## src/rtl/serial_parity_tx.sv

```systemverilog
// Parallel-to-serial frame transmitter: DATA_W payload bits LSB first, one parity bit,
// then GAP_CYC idle cycles. sout/frame/last are registered.
module serial_parity_tx #(
    parameter int DATA_W  = 8,
    parameter int ODD     = 1,
    parameter int GAP_CYC = 1
) (
    input  logic              clk,
    input  logic              rst,
    input  logic [DATA_W-1:0] data_in,
    input  logic              valid,
    output logic              ready,
    output logic              sout,
    output logic              frame,
    output logic              last
);
    // state | meaning
    // IDLE  | waiting for a payload, ready=1
    // SHIFT | data bits on sout, LSB first
    // PAR   | parity bit on sout (ready=1 when GAP_CYC=0)
    // GAP   | inter-frame idle, GAP_CYC cycles
    localparam int CW = $clog2(DATA_W + 1);

    typedef enum logic [1:0] {IDLE, SHIFT, PAR, GAP} state_t;

    state_t            state;
    state_t            state_nxt;
    logic [DATA_W-2:0] shreg;
    logic [CW-1:0]     cnt;
    logic [3:0]        gcnt;
    logic              par;
    logic              accept;
    logic              bit_last;
    logic              sout_d;
    logic              frame_d;
    logic              last_d;

    assign ready    = (state == IDLE) || (GAP_CYC == 0 && state == PAR);
    assign accept   = valid && ready;
    assign bit_last = (cnt == CW'(DATA_W - 1));

    always_ff @(posedge clk or posedge rst) begin
        if (rst) state <= IDLE;
        else     state <= state_nxt;
    end

    always_comb begin
        state_nxt = state;
        unique case (state)
            IDLE:  if (accept) state_nxt = SHIFT;
            SHIFT: if (bit_last) state_nxt = PAR;
            PAR: begin
                if (GAP_CYC > 0)  state_nxt = GAP;
                else if (accept)  state_nxt = SHIFT;
                else              state_nxt = IDLE;
            end
            GAP:   if (gcnt == 4'd0) state_nxt = IDLE;
            default: state_nxt = IDLE;
        endcase
    end

    // Values computed here appear on the pins one cycle later, so an accept
    // already presents data bit 0 and the final SHIFT cycle presents parity.
    always_comb begin
        sout_d  = 1'b0;
        frame_d = 1'b0;
        last_d  = 1'b0;
        if (accept) begin
            sout_d  = data_in[0];
            frame_d = 1'b1;
        end else if (state == SHIFT) begin
            frame_d = 1'b1;
            if (bit_last) begin
                sout_d = par;
                last_d = 1'b1;
            end else begin
                sout_d = shreg[0];
            end
        end
    end

    always_ff @(posedge clk or posedge rst) begin
        if (rst) begin
            shreg <= '0;
            cnt   <= '0;
            gcnt  <= '0;
            par   <= 1'b0;
            sout  <= 1'b0;
            frame <= 1'b0;
            last  <= 1'b0;
        end else begin
            sout  <= sout_d;
            frame <= frame_d;
            last  <= last_d;
            if (accept) begin
                shreg <= data_in[DATA_W-1:1];
                cnt   <= '0;
                par   <= (^data_in) ^ 1'(ODD);
            end else if (state == SHIFT && !bit_last) begin
                shreg <= shreg >> 1;
                cnt   <= cnt + CW'(1);
            end
            if (state == PAR)
                gcnt <= 4'(GAP_CYC - 1);
            else if (state == GAP && gcnt != 4'd0)
                gcnt <= gcnt - 4'd1;
        end
    end
endmodule
```

## config.mk

```make
export PLATFORM = sky130hd
export DESIGN_NAME = serial_parity_tx
export DESIGN_NICKNAME = d
export VERILOG_FILES = /design/src/rtl/serial_parity_tx.sv
export SDC_FILE = /design/constraint.sdc
export NUM_CORES = 1
export LEC_CHECK = 0
export ABC_AREA = 1
export BUFFER_PORTS_ARGS = -buffer_cell sky130_fd_sc_hd__clkbuf_2
export CAP_MARGIN = 15
export CORE_ASPECT_RATIO = 1.5
export CORE_MARGIN = 2
export CORE_UTILIZATION = 51
export DETAILED_ROUTE_END_ITERATION = 6
export HOLD_SLACK_MARGIN = 0.12
export PLACE_DENSITY = 0.78
export SLEW_MARGIN = 10
export SYNTH_ARGS = -nofsm -noshare
export SYNTH_HDL_FRONTEND = slang
export SYNTH_SLANG_ARGS = --single-unit
```

## constraint.sdc

```tcl
create_clock -name clk -period 1.2 [get_ports clk]
set_clock_uncertainty 0.05 [all_clocks]
set_input_delay 0.24 -clock clk [delete_from_list [all_inputs] [get_ports clk]]
set_output_delay 0.24 -clock clk [all_outputs]
set_load 0.02 [all_outputs]
```

### Word-level counts from Yosys, hierarchy flattened

Cells that the tools add are included.
Widths: inputs -> output; s select.

* bits in registers: 21
* input port bits: 11
* output and inout bits: 4
* logic and storage cells: 47

* add/sub/neg operators: 2
* eq/ne operators: 7
* multiplexer cells: 18
* bitwise logic cells: 1
* reduce and logical (&&, ||, !) cells: 11

Operators by type and width (number)
* $mux 4: 4
* $mux 7: 2
* $mux 1: 8
* $pmux 2 s4: 1
* $reduce_xor 8->1: 1
* $mux 2: 3
* $add 4x1->4 const B: 1
* $eq 2x2->1 const B: 2
* $eq 4x3->1 const B: 1
* $logic_not 4->1: 1
* $ne 2x2->1 const B: 2
* $reduce_bool 2->1: 2
* $reduce_bool 4->1: 1
* $sub 4x1->4 const B: 1
* $logic_and 1x1->1: 3
* $reduce_and 3->1: 1
* $eq 2x1->1 const B: 1
* $logic_not 2->1: 1
* $ne 2x1->1 const B: 1
* $logic_not 1->1: 1
* $not 1->1: 1

### Depth between registers and ports, before layout

* word-level depth: 5
* mapped depth: 8
* gate-level depth less buffers: 8

### Least setup slack after synthesis

OpenSTA, ideal clock, no wires.

* path type: flip-flop to flip-flop
* start point: register state[0]
* end point: register shreg[1]
* setup time: 82 ps
* arrival time: 1346 ps
* data required time: 1068 ps
* setup slack: -278 ps
* cell stages (with the launch flop): 8
* path buffers: 1
* clock period less this slack: 1478 ps
* cells stage by stage: dfrtp_1 inv_1 ha_1 nand2_2 inv_1 buf_4 nand2_1 a31oi_1

* longest elaborated chain between the ends: 3
* elaborated cells on any way between the ends: 6
* classes of those cells: eq/ne (1); mux (1); reduce/logical (4)

Ends and longest elaborated chain
* start, declared: line 26 `state_t state;`
* start signal, assigned: line 44 `else state <= state_nxt;`
* $logic_not 2->1 (*): line 38 `assign ready = (state == IDLE) || (GAP_CYC == 0 && state == PAR);`
* net ready: line 12 `output logic ready,`
* $logic_and 1x1->1 (*): line 39 `assign accept = valid && ready;`
* $mux 7 or $reduce_bool 2->1 (tied branches)
* end signal, assigned: line 96 `shreg <= data_in[DATA_W-1:1];`
* end signal, assigned: line 100 `shreg <= shreg >> 1;`
* end, declared: line 28 `logic [DATA_W-2:0] shreg;`

The timed path passes the listed nets; every way through them passes the cells marked *.
A chain may end at the register's enable or synchronous reset.

### Final worst setup path

* start point: register state[1]
* end point: register cnt[2]

* longest elaborated chain between the ends: 3
* elaborated cells on any way between the ends: 6
* classes of those cells: eq/ne (1); mux (1); reduce/logical (4)

Ends and longest elaborated chain
* $eq 2x1->1 or $logic_not 2->1 (tied branches): line 99, 38
* $logic_and 1x1->1 (on tied branches): line 99, 39
* $reduce_bool 2->1 (no source line) or $mux 4 (tied branches)
* end signal, assigned: line 101 `cnt <= cnt + CW'(1);`
* end, declared: line 29 `logic [CW-1:0] cnt;`

Several ways; a longest one is shown, not always the timed one.

==> results.sh <==
export IMPL_critPathRequiredTime_ps=1390
export IMPL_crit_chain="inv_2, buf_4, ha_4, buf_4, nand2_1, inv_1, o21ai_2, a31oi_1"
export IMPL_synthTopCellsByCount="nand2_1, inv_1, dfrtp_1, nor2_1"
export IMPL_placed_area_um2=1449
export IMPL_cp_num_buf_inv=4
export IMPL_period_needed_ps=1377
export IMPL_first_pass_iters=4
export IMPL_worstHoldStart="data_in[7]"
export IMPL_timing_hold_ws_ps=131.5
export IMPL_ys_dominant_reg_cell="dfrtp_1"
export IMPL_vias=1184
export IMPL_setup_ws_ps=-177.3
export IMPL_wl_per_cell_um=12.42
export IMPL_crit_top_cell="buf_4"
export IMPL_power_switching_w=0.001703
export IMPL_async_flop_share_pct=100.0
export IMPL_synth_seq_area_share_pct=42.86
export IMPL_row_count=21
export IMPL_portBuffers=14
export IMPL_drive_gt1_share_pct=36.76
export IMPL_netlist_top_cell_by_area="dfrtp_1"
export IMPL_syn_num_nets=185
export IMPL_synth_area_um2=1226
export IMPL_r2r_cells=8
export IMPL_syn_area_per_cell_um2=7.299
export IMPL_syn_inst=168
export IMPL_grt_max_degree=22
export IMPL_drtAntennaViolNets=0
export IMPL_yosys_warnings=0
export IMPL_ios=15
export IMPL_ys_seq_elements=21
export IMPL_final_nets=222
export IMPL_cts_buffer_depth=2
export IMPL_first_global_vias=1225
export IMPL_stdcell_area_um2=1709
export IMPL_grt_ovfl_total=0
export IMPL_clk_pin_slew_ps=120
export IMPL_wirelength_um=2820
export IMPL_area_growth_pct=39.39
export IMPL_r2r_setup_slack_ps=-180
export IMPL_whs_endpoint="shreg[6]$_DFFE_PP0P_"
export IMPL_violations="setup timing"
export IMPL_fmax_ghz=0.7261
export IMPL_cellLeakagePower_nw=0.8923
export IMPL_viasPerCell=5.216
export IMPL_fin_util_pct=75.64
export IMPL_relSlewSlack_pct=82.46
export IMPL_maxSlewViolCount=0
export IMPL_period_share_pct=114.8
export IMPL_hpwlAfterDp_um=1934
export IMPL_status="finished with violations"
export IMPL_worstPathArrival_ps=1570
export IMPL_clock_sinks=21
export IMPL_insertedDiodeCount=0
export IMPL_peakVddDrop_v=0.0009444
export IMPL_die_y_um=64.06
export IMPL_synth_cell_type_count=20
export IMPL_hold_viol=0
export IMPL_synth_top_area_share_pct=42.86
export IMPL_endpoint_kind="flop"
export IMPL_clockPowerShare_pct=9.0
export IMPL_rsz0062_at_grt="true"
export IMPL_finalSetupViolCount=21
export IMPL_p_sw_share_pct=43.43
export IMPL_die_area_um2=2821
export IMPL_worst_path_max_fanout=3
export IMPL_core_area_um2=2260
export IMPL_htree_num_levels=1
export IMPL_worstMarginPinSlew_ps=263.0
export IMPL_clk_latency_ps=310
export IMPL_groute_usage_overall_pct=23.83
export IMPL_finalPower_w=0.003920
export IMPL_cpPeakStageDelay_ps=410
export IMPL_grt_pass1_wl_um=4974
export IMPL_critPathTopFamily="flip-flops"
export IMPL_cts_tree="built"
export IMPL_critPathLaunchType="flop"
export IMPL_synth_edf_count=0
export IMPL_slowest_stage="dfrtp_1"
export IMPL_power_frac_seq_pct=30.1
export IMPL_power_internal_w=0.002217
export IMPL_cp_startpoint="state[1]$_DFFE_PP0P_"
export IMPL_timing_rr_start="state[1]$_DFFE_PP0P_"
export IMPL_clockRootBuffer="clkbuf_4"
export IMPL_max_cap_violations=0
export IMPL_first_iter_violations=21
export IMPL_rr_endpoint="cnt[2]$_DFFE_PP0P_"
export IMPL_hp_class="in -> reg"
export IMPL_drc=0
export IMPL_powerDensity_nw_per_um2=2294
export IMPL_comb_power_share_pct=60.9
export IMPL_gp_congestion=0.7366
export IMPL_path_class="reg -> reg"
export IMPL_synth_most_common_cell="nand2_1"
export IMPL_start_util_pct=54.26
export IMPL_cts_buffers=3
export IMPL_antenna_found_initial=0
export IMPL_whs_path_depth=3
export IMPL_die_w_um=44.04
export IMPL_ys_top_cells_by_area="dfrtp_1, nand2_1, inv_1"
## cell families after synthesis
| logic type | after synthesis | share of synthesized area [%] |
|---|---|---|
| buffers and inverters | 29 | 9.897 |
| AOI/OAI and AO/OA | 19 | 8.571 |
| and+or+nand+nor | 91 | 31.12 |
| DFF | 21 | 42.86 |
| adders and majority gates | 6 | 6.122 |
| xor gates and xnor gates | 2 | 1.429 |
## sequential cells by signal, indices dropped and copies added, names as in the netlist
| name | count |
|---|---|
| frame | 1 |
| gcnt | 4 |
| cnt | 4 |
| state | 2 |
| par | 1 |
| sout | 1 |
| last | 1 |
| shreg | 7 |
## cell usage in the layout, fill, tap and decap left out, drive strengths merged
master       netlist  final
nand2             60     60
dlygate4sd3        0      1
o21ai             10     10
xor2               2      2
inv               26     27
nand3              9      9
dfrtp             21     21
nor2              19     19
buf                3     20
a31oi              5      5
nor3               2      2
a21oi              4      4
clkbuf             0     17
nand3b             1      1
ha                 6      6
## stage by stage
step                      setup slack (ps)  std cells  setup TNS (ps)
after floorplan                     -36.82        168          -224.8
after global placement              -66.50        214          -474.2
after detailed placement            -120.5        214           -1192
after CTS                           -175.1        226           -1765
after global routing                -247.3        227           -3456
final                               -177.3        227           -1963
## how the worst max path moves through the flow
stage | end | slack (ps) | cells after the start
floorplan | shreg[2]$_DFFE_PP0P_ | -40 | 7
global placement | shreg[0]$_DFFE_PP0P_ | -70 | 7
detailed placement | cnt[3]$_DFFE_PP0P_ | -120 | 6
CTS | ready | -180 | 3
global route | state[1]$_DFFE_PP0P_ | -250 | 7
finish | cnt[2]$_DFFE_PP0P_ | -180 | 8
## routing by layer
layer	share of wire [%]	up-vias	GRT usage (%)
li1	-	593	-
met1	37	561	24.31
met2	59	26	43.38
met3	2.3	4	2.542
met4	1.9	0	15.15
met5	0	-	0
## repair_timing
action	4_1_cts	5_1_grt
endpoints found under the setup margin	21	22
pin swaps	6	13
gates resized for setup	28	20
hold buffers	1	0
endpoints found under the hold margin	21	0
cloned	1	0
buffers inserted	6	1
## power by group through the flow
stage	Sequential [W]	Combinational (W)	Clock (W)
2_1_floorplan	0.00119	0.00121	0
3_3_place_gp	0.00117	0.00162	0
3_5_place_dp	0.00118	0.00169	0
4_1_cts	0.00115	0.00218	0.000353
5_1_grt	0.00121	0.00266	0.000392
6_report	0.00118	0.00239	0.000354
## area by class of cell
type | count | area, µm²
tap | 23 | 28.78
timing repair inverter | 1 | 11.26
timing repair buffer | 34 | 256.5
fill | 177 | 550.5
sequential | 21 | 525.5
multi-input combinational | 118 | 755.7
clock buffer | 4 | 26.28
inverter | 26 | 105.1
## worst reg2reg max path: stages, from the launching register on
cell and delay [ps]:
dfrtp_1 410, inv_2 90, buf_4 130, ha_4 160
buf_4 120, nand2_1 50, inv_1 60, o21ai_2 60
a31oi_1 170
Note: power is estimated with default switching activity, not from simulation.
